===== src/rtl/ram_arb_pkg.sv =====
// Shared definitions for the two-port RAM arbiter: default geometry and state types.
package ram_arb_pkg;

  localparam int unsigned DW_DEFAULT = 8;
  localparam int unsigned AW_DEFAULT = 6;
  localparam int unsigned DEPTH      = 2 ** AW_DEFAULT;

  typedef enum logic {
    INIT = 1'b0,
    RUN  = 1'b1
  } state_t;

  typedef enum logic {
    PORT_A = 1'b0,
    PORT_B = 1'b1
  } port_t;

endpackage


===== src/rtl/ram_arbiter_2p_ram.sv =====
// Single-port synchronous RAM with a registered read; contents are not reset.
module ram_sp_sync
  import ram_arb_pkg::*;
#(
  parameter int unsigned DW = DW_DEFAULT,
  parameter int unsigned AW = AW_DEFAULT
) (
  input  logic          clk,
  input  logic          we,
  input  logic [AW-1:0] addr,
  input  logic [DW-1:0] wdata,
  output logic [DW-1:0] rdata
);

  logic [DW-1:0] mem [0:(1 << AW) - 1];

  // Write on we, and always register the addressed word for the read path.
  always_ff @(posedge clk) begin
    if (we) begin
      mem[addr] <= wdata;
    end
    rdata <= mem[addr];
  end

endmodule


===== src/rtl/ram_arbiter_2p.sv =====
// Two-requester arbiter in front of one single-port RAM. After reset the RAM
// is cleared one word per cycle; afterwards requests are granted combinationally
// with a round-robin pointer that flips after every executed access.
//
//   state | meaning
//   ------+-------------------------------------------------------------
//   INIT  | clear counter walks addresses 0..2**AW-1 writing zero; no grants
//   RUN   | arbitration active; terminal until the next reset
module ram_arbiter_2p
  import ram_arb_pkg::*;
#(
  parameter int unsigned DW = DW_DEFAULT,
  parameter int unsigned AW = AW_DEFAULT
) (
  input  logic          clk,
  input  logic          rst_n,
  input  logic          req_a,
  input  logic          req_b,
  input  logic          we_a,
  input  logic          we_b,
  input  logic [AW-1:0] addr_a,
  input  logic [AW-1:0] addr_b,
  input  logic [DW-1:0] wdata_a,
  input  logic [DW-1:0] wdata_b,
  output logic          gnt_a,
  output logic          gnt_b,
  output logic          rvalid_a,
  output logic          rvalid_b,
  output logic [DW-1:0] rdata_a,
  output logic [DW-1:0] rdata_b,
  output logic          init_done
);

  // Counter is one bit wider than the address so the last clear address is
  // compared without the counter wrapping back to zero.
  localparam logic [AW:0] CLEAR_LAST = (AW + 1)'((2 ** AW) - 1);

  state_t        state;
  port_t         prio;
  logic [AW:0]   clear_cnt;
  logic          run;
  logic          ram_we;
  logic [AW-1:0] ram_addr;
  logic [DW-1:0] ram_wdata;
  logic [DW-1:0] ram_rdata;
  logic [DW-1:0] hold_a;
  logic [DW-1:0] hold_b;

  assign run   = (state == RUN);
  assign gnt_a = run && req_a && (!req_b || (prio == PORT_A));
  assign gnt_b = run && req_b && !gnt_a;

  // RAM port mux: clear counter while initialising, granted requester afterwards.
  always_comb begin
    ram_we    = 1'b0;
    ram_addr  = addr_a;
    ram_wdata = '0;
    if (!run) begin
      ram_we   = 1'b1;
      ram_addr = clear_cnt[AW-1:0];
    end else if (gnt_a) begin
      ram_we    = we_a;
      ram_addr  = addr_a;
      ram_wdata = wdata_a;
    end else if (gnt_b) begin
      ram_we    = we_b;
      ram_addr  = addr_b;
      ram_wdata = wdata_b;
    end
  end

  ram_sp_sync #(
    .DW (DW),
    .AW (AW)
  ) u_ram (
    .clk   (clk),
    .we    (ram_we),
    .addr  (ram_addr),
    .wdata (ram_wdata),
    .rdata (ram_rdata)
  );

  // Sequencing FSM: clear the memory, then enter RUN and raise init_done together.
  always_ff @(posedge clk or negedge rst_n) begin
    if (!rst_n) begin
      state     <= INIT;
      clear_cnt <= '0;
      init_done <= 1'b0;
    end else begin
      case (state)
        INIT: begin
          clear_cnt <= clear_cnt + 1'b1;
          if (clear_cnt == CLEAR_LAST) begin
            state     <= RUN;
            init_done <= 1'b1;
          end
        end
        RUN: begin
          state     <= RUN;
          init_done <= 1'b1;
        end
      endcase
    end
  end

  // Round-robin pointer: after an executed access the other port gets priority.
  always_ff @(posedge clk or negedge rst_n) begin
    if (!rst_n) begin
      prio <= PORT_A;
    end else if (gnt_a) begin
      prio <= PORT_B;
    end else if (gnt_b) begin
      prio <= PORT_A;
    end
  end

  // Delayed read grants: they mark which port owns the RAM output this cycle.
  always_ff @(posedge clk or negedge rst_n) begin
    if (!rst_n) begin
      rvalid_a <= 1'b0;
      rvalid_b <= 1'b0;
    end else begin
      rvalid_a <= gnt_a && !we_a;
      rvalid_b <= gnt_b && !we_b;
    end
  end

  // Keep each port's last read word so rdata holds while the RAM serves the other port.
  always_ff @(posedge clk or negedge rst_n) begin
    if (!rst_n) begin
      hold_a <= '0;
      hold_b <= '0;
    end else begin
      if (rvalid_a) hold_a <= ram_rdata;
      if (rvalid_b) hold_b <= ram_rdata;
    end
  end

  assign rdata_a = rvalid_a ? ram_rdata : hold_a;
  assign rdata_b = rvalid_b ? ram_rdata : hold_b;

endmodule


===== config.mk =====
export PLATFORM = sky130hd
export DESIGN_NAME = ram_arbiter_2p
export DESIGN_NICKNAME = d
export VERILOG_FILES = /design/src/rtl/ram_arb_pkg.sv /design/src/rtl/ram_arbiter_2p_ram.sv /design/src/rtl/ram_arbiter_2p.sv
export SDC_FILE = /design/constraint.sdc
export NUM_CORES = 1
export LEC_CHECK = 0
export BUFFER_PORTS_ARGS = -buffer_cell sky130_fd_sc_hd__buf_2
export CAP_MARGIN = 15
export CORE_MARGIN = 3
export CORE_UTILIZATION = 50
export DETAILED_ROUTE_END_ITERATION = 12
export PLACE_DENSITY = 0.7
export SYNTH_ARGS = -nofsm -noshare
export SYNTH_HDL_FRONTEND = slang
export SYNTH_SLANG_ARGS = --single-unit

===== constraint.sdc =====
create_clock -name clk -period 3 [get_ports clk]
set_clock_uncertainty 0.15 [all_clocks]
set_input_delay 0.6 -clock clk [delete_from_list [all_inputs] [get_ports clk]]
set_output_delay 0.6 -clock clk [all_outputs]
set_load 0.005 [all_outputs]

==> summary.txt <==
Outcome
  – Status: complete, but fails checks
  – Failing checks: setup timing

Timing
  – Rel. slew slack: 0.559
  – Slew of the pin with the lowest slew margin: 0.659 ns
  – Fin Hold WS: 0.0434 ns
  – RSZ-0062 raised after global routing: yes
  – Slew Viols, Final: 0
  – Setup violators final: 2
  – Final setup margin: -0.102 ns
  – Hold Fails Final Rpt: 0
  – Post-route minimum period: 3.10 ns
  – Tcrit/Tclk final: 1.03
  – Max Clock Freq: 322 MHz

CTS
  – CTS tree: yes
  – Total clock sinks: 548
  – Max Root-Sink Buffers: 3
  – Reg clk slew, reported paths: 0.07 ns
  – Worst skew pair latency: 0.57 ns
  – Clock root buffer: clkbuf_16
  – Clock H-tree levels: 2
  – Cts bufs inserted: 52

Power
  – Static leakage: 7.80 nW
  – PD cells: 550 nW/um2
  – VDD IR max: 547 uV

Logic synthesis
  – Share of synthesized registers carrying an async set or reset: 0.0511
  – Number of synthesized flops with an enable pin: 512
  – Post-synthesis cell area: 21700 um2
  – Cell taking the most area after synthesis: edfxtp_1
  – Syn_nets: 1241
  – Avg Inst Size Synth: 18.0 um2
  – Top post-synthesis cells by area: edfxtp_1 71%, mux2i_1 6.0%, mux4_2 5.8%, dfrtp_1 3.2%, a22oi_1 1.8%
  – Synthesized flop and latch total: 548
  – Synth warn: 0
  – Yosys top cell area share: 0.709
  – Post-Syn Instances: 1206
  – Register area share after synthesis: 0.749
  – Cell variety after synth: 59
  – Main synth FF type: edfxtp_1

Worst setup path
  – CP Capture Type: flip-flop
  – CP Launch Type: flip-flop
  – WP data arrival: 3.40 ns
  – Worst EP required: 3.30 ns
  – Crit-path max FO: 13
  – Crit Path Category: reg -> reg

Drt
  – Via density: 5.93
  – Pre-antenna DRT Iters: 6
  – Avg WL per Cell: 25.1 um
  – Final wirelength: 53.1 mm
  – Post-route ant nets: 0
  – Drt drc: 0
  – Via count: 12500
  – Iteration-0 DRC Markers: 1356

Global routing
  – Vias in the first global route: 12400
  – GR Util All Layers: 0.230
  – Antenna violations before repair: 2
  – GRT Residual Overflow: 0
  – First-pass GRT wire length: 79.7 mm
  – Pin count of the biggest net entering global routing: 65

Finish
  – Proportion of layout cells with a drive suffix above 1: 0.335
  – P&R area growth vs syn: 22.1%
  – # fillers: 3002
  – Final #Nets: 1533

Placed design
  – Post-DP HPWL: 34.7 mm
  – GP Congestion: 0.872
  – IO Port Bufs: 54
  – Place WS: -0.689 ns

Floorplan
  – Die height: 214 um
  – Row count: 75
  – Core area: 42400 um2
  – Total die area: 45900 um2
  – IO Pins: 55
  – Die extent in x: 214 um
  – Initial core utilization: 0.511

Worst hold path
  – Hold Crit Class: in -> reg

Job
  – Max-Cap Viols: 0
## critical path: stages, from the launching register on
cell and delay [ns]:
dfrtp_1 0.38, nand2b_4 0.15, buf_6 0.13, a41o_1 0.26, a31o_4 0.24, buf_12 0.16, buf_12 0.15, buf_4 0.14
mux4_2 0.31, a22oi_2 0.28, nand4_1 0.29, or2_1 0.33
## flip-flops by register name, summed over array words and instances, names as in the netlist
signal / cells
clear_cnt: 7
hold_a: 8
hold_b: 8
init_done: 1
prio: 1
run: 1
rvalid_a: 1
rvalid_b: 1
u_ram.mem: 512
u_ram.rdata: 8
## cell usage in the layout (no fill, tap or decap), types with 10 or more instances in the layout
| master | netlist | layout |
|---|---|---|
| clkbuf_1 | 21 | 11 |
| a22oi_2 | 0 | 18 |
| buf_6 | 11 | 11 |
| clkbuf_16 | 0 | 54 |
| o22ai_1 | 60 | 59 |
| and2_1 | 16 | 16 |
| mux2i_1 | 129 | 126 |
| edfxtp_1 | 512 | 512 |
| a22oi_1 | 51 | 33 |
| buf_4 | 10 | 214 |
| a21oi_1 | 17 | 16 |
| nand4_1 | 16 | 16 |
| nand2_1 | 47 | 47 |
| mux4_2 | 56 | 56 |
| buf_2 | 24 | 54 |
| mux2_2 | 17 | 17 |
| buf_12 | 0 | 29 |
| dfrtp_1 | 28 | 27 |
| nor2_1 | 72 | 66 |
| clkinv_2 | 0 | 10 |
## cell families (layout without fill, tap and decap cells)
| group | count (synthesis) | in the layout | share of synthesized area |
|---|---|---|---|
| fa+ha+maj | 1 | 1 | 0.000577 |
| buf+inv | 79 | 409 | 0.0213 |
| flops | 548 | 548 | 0.749 |
| compound gates | 176 | 176 | 0.0579 |
| xor+xnor | 6 | 6 | 0.00242 |
| other cells | 0 | 1 | 0 |
| mux | 202 | 202 | 0.127 |
| simple gates | 194 | 194 | 0.0427 |
## cell type report
| type | instances | area [um2] | share of cell area |
|---|---|---|---|
| clock buffer | 64 | 1370 | 0.0516 |
| antenna | 1 | 2.50 | 0.0000945 |
| sequential | 548 | 16200 | 0.613 |
| timing repair buffer | 315 | 2720 | 0.103 |
| inverter | 2 | 7.51 | 0.000284 |
| tap | 577 | 722 | 0.0273 |
| clock inverter | 28 | 250 | 0.00945 |
| multi-input combinational | 579 | 5170 | 0.195 |
## worst paths after layout
check	start	end	slack [ns]	cells past startpoint
worst min-delay path	we_a	rvalid_a	0.04	2
max in group asynchronous	rst_n	run	1.81	2
worst min register to register	clear_cnt[6]	clear_cnt[6]	0.31	1
min in group asynchronous	rst_n	hold_a[3]	0.43	2
worst max-delay path	prio	u_ram.rdata[0]	-0.10	11
worst max register to register	prio	u_ram.rdata[0]	-0.10	11
## routing by layer
| metal | share of wire | routed length, um | up-vias | global-route usage |
|---|---|---|---|---|
| met3 | 0.10 | 5570 | 105 | 0.0628 |
| met5 | 0 | 0 | - | 0 |
| li1 | - | - | 5445 | - |
| met4 | 0.029 | 1530 | 0 | 0.0663 |
| met2 | 0.48 | 25400 | 574 | 0.363 |
| met1 | 0.39 | 20600 | 6411 | 0.317 |
## what timing repair did
| action | in CTS | in global routing |
|---|---|---|
| endpoints found under the setup margin | 48 | 73 |
| resized for setup | 37 | 14 |
| hold buffers | 1 | 0 |
| pin swaps | 16 | 17 |
| buffers inserted | 10 | 12 |
| gates cloned | 2 | 1 |
| endpoints found under the hold margin | 28 | 0 |
## synthesized netlist by cell type (3+ instances only)
library cell,n
clkbuf_2,3
clkbuf_1,21
nand3_1,8
a22oi_1,51
mux2i_1,129
a22o_1,10
or3_1,6
a32oi_1,9
dfxtp_1,8
o22ai_1,60
edfxtp_1,512
nor2b_1,3
buf_2,24
buf_6,11
and2_1,16
dfrtp_1,28
o221ai_1,3
a21oi_1,17
mux4_2,56
buf_1,7
buf_4,10
nand2_1,47
or2_1,6
nand2b_1,4
o21ai_0,5
nor2_1,72
mux2_2,17
or2_2,5
nand4_1,16
xnor2_1,4
## where the power goes
part | switching, mW | internal (mW)
clock | 2.70 | 3.57
combinational | 0.0349 | 0.0334
sequential | 0.000415 | 8.23
## through the flow
| stage | setup TNS [ns] | power (mW) | area, um2 | instances | utilization |
|---|---|---|---|---|---|
| detailed placement | -44.96 | 8.45 | 24400 | 1998 | 0.575 |
| global placement | -31.03 | 8.45 | 24400 | 1998 | 0.575 |
| CTS | -0.216 | 14.7 | 26300 | 2101 | 0.620 |
| finish | -0.130 | 14.6 | 26500 | 2114 | 0.624 |
| floorplan | -26.88 | 8.41 | 21700 | 1206 | - |
| global route | -0.591 | 15.0 | 26500 | 2113 | 0.624 |
No activity file was read; power rests on OpenSTA's default activity.
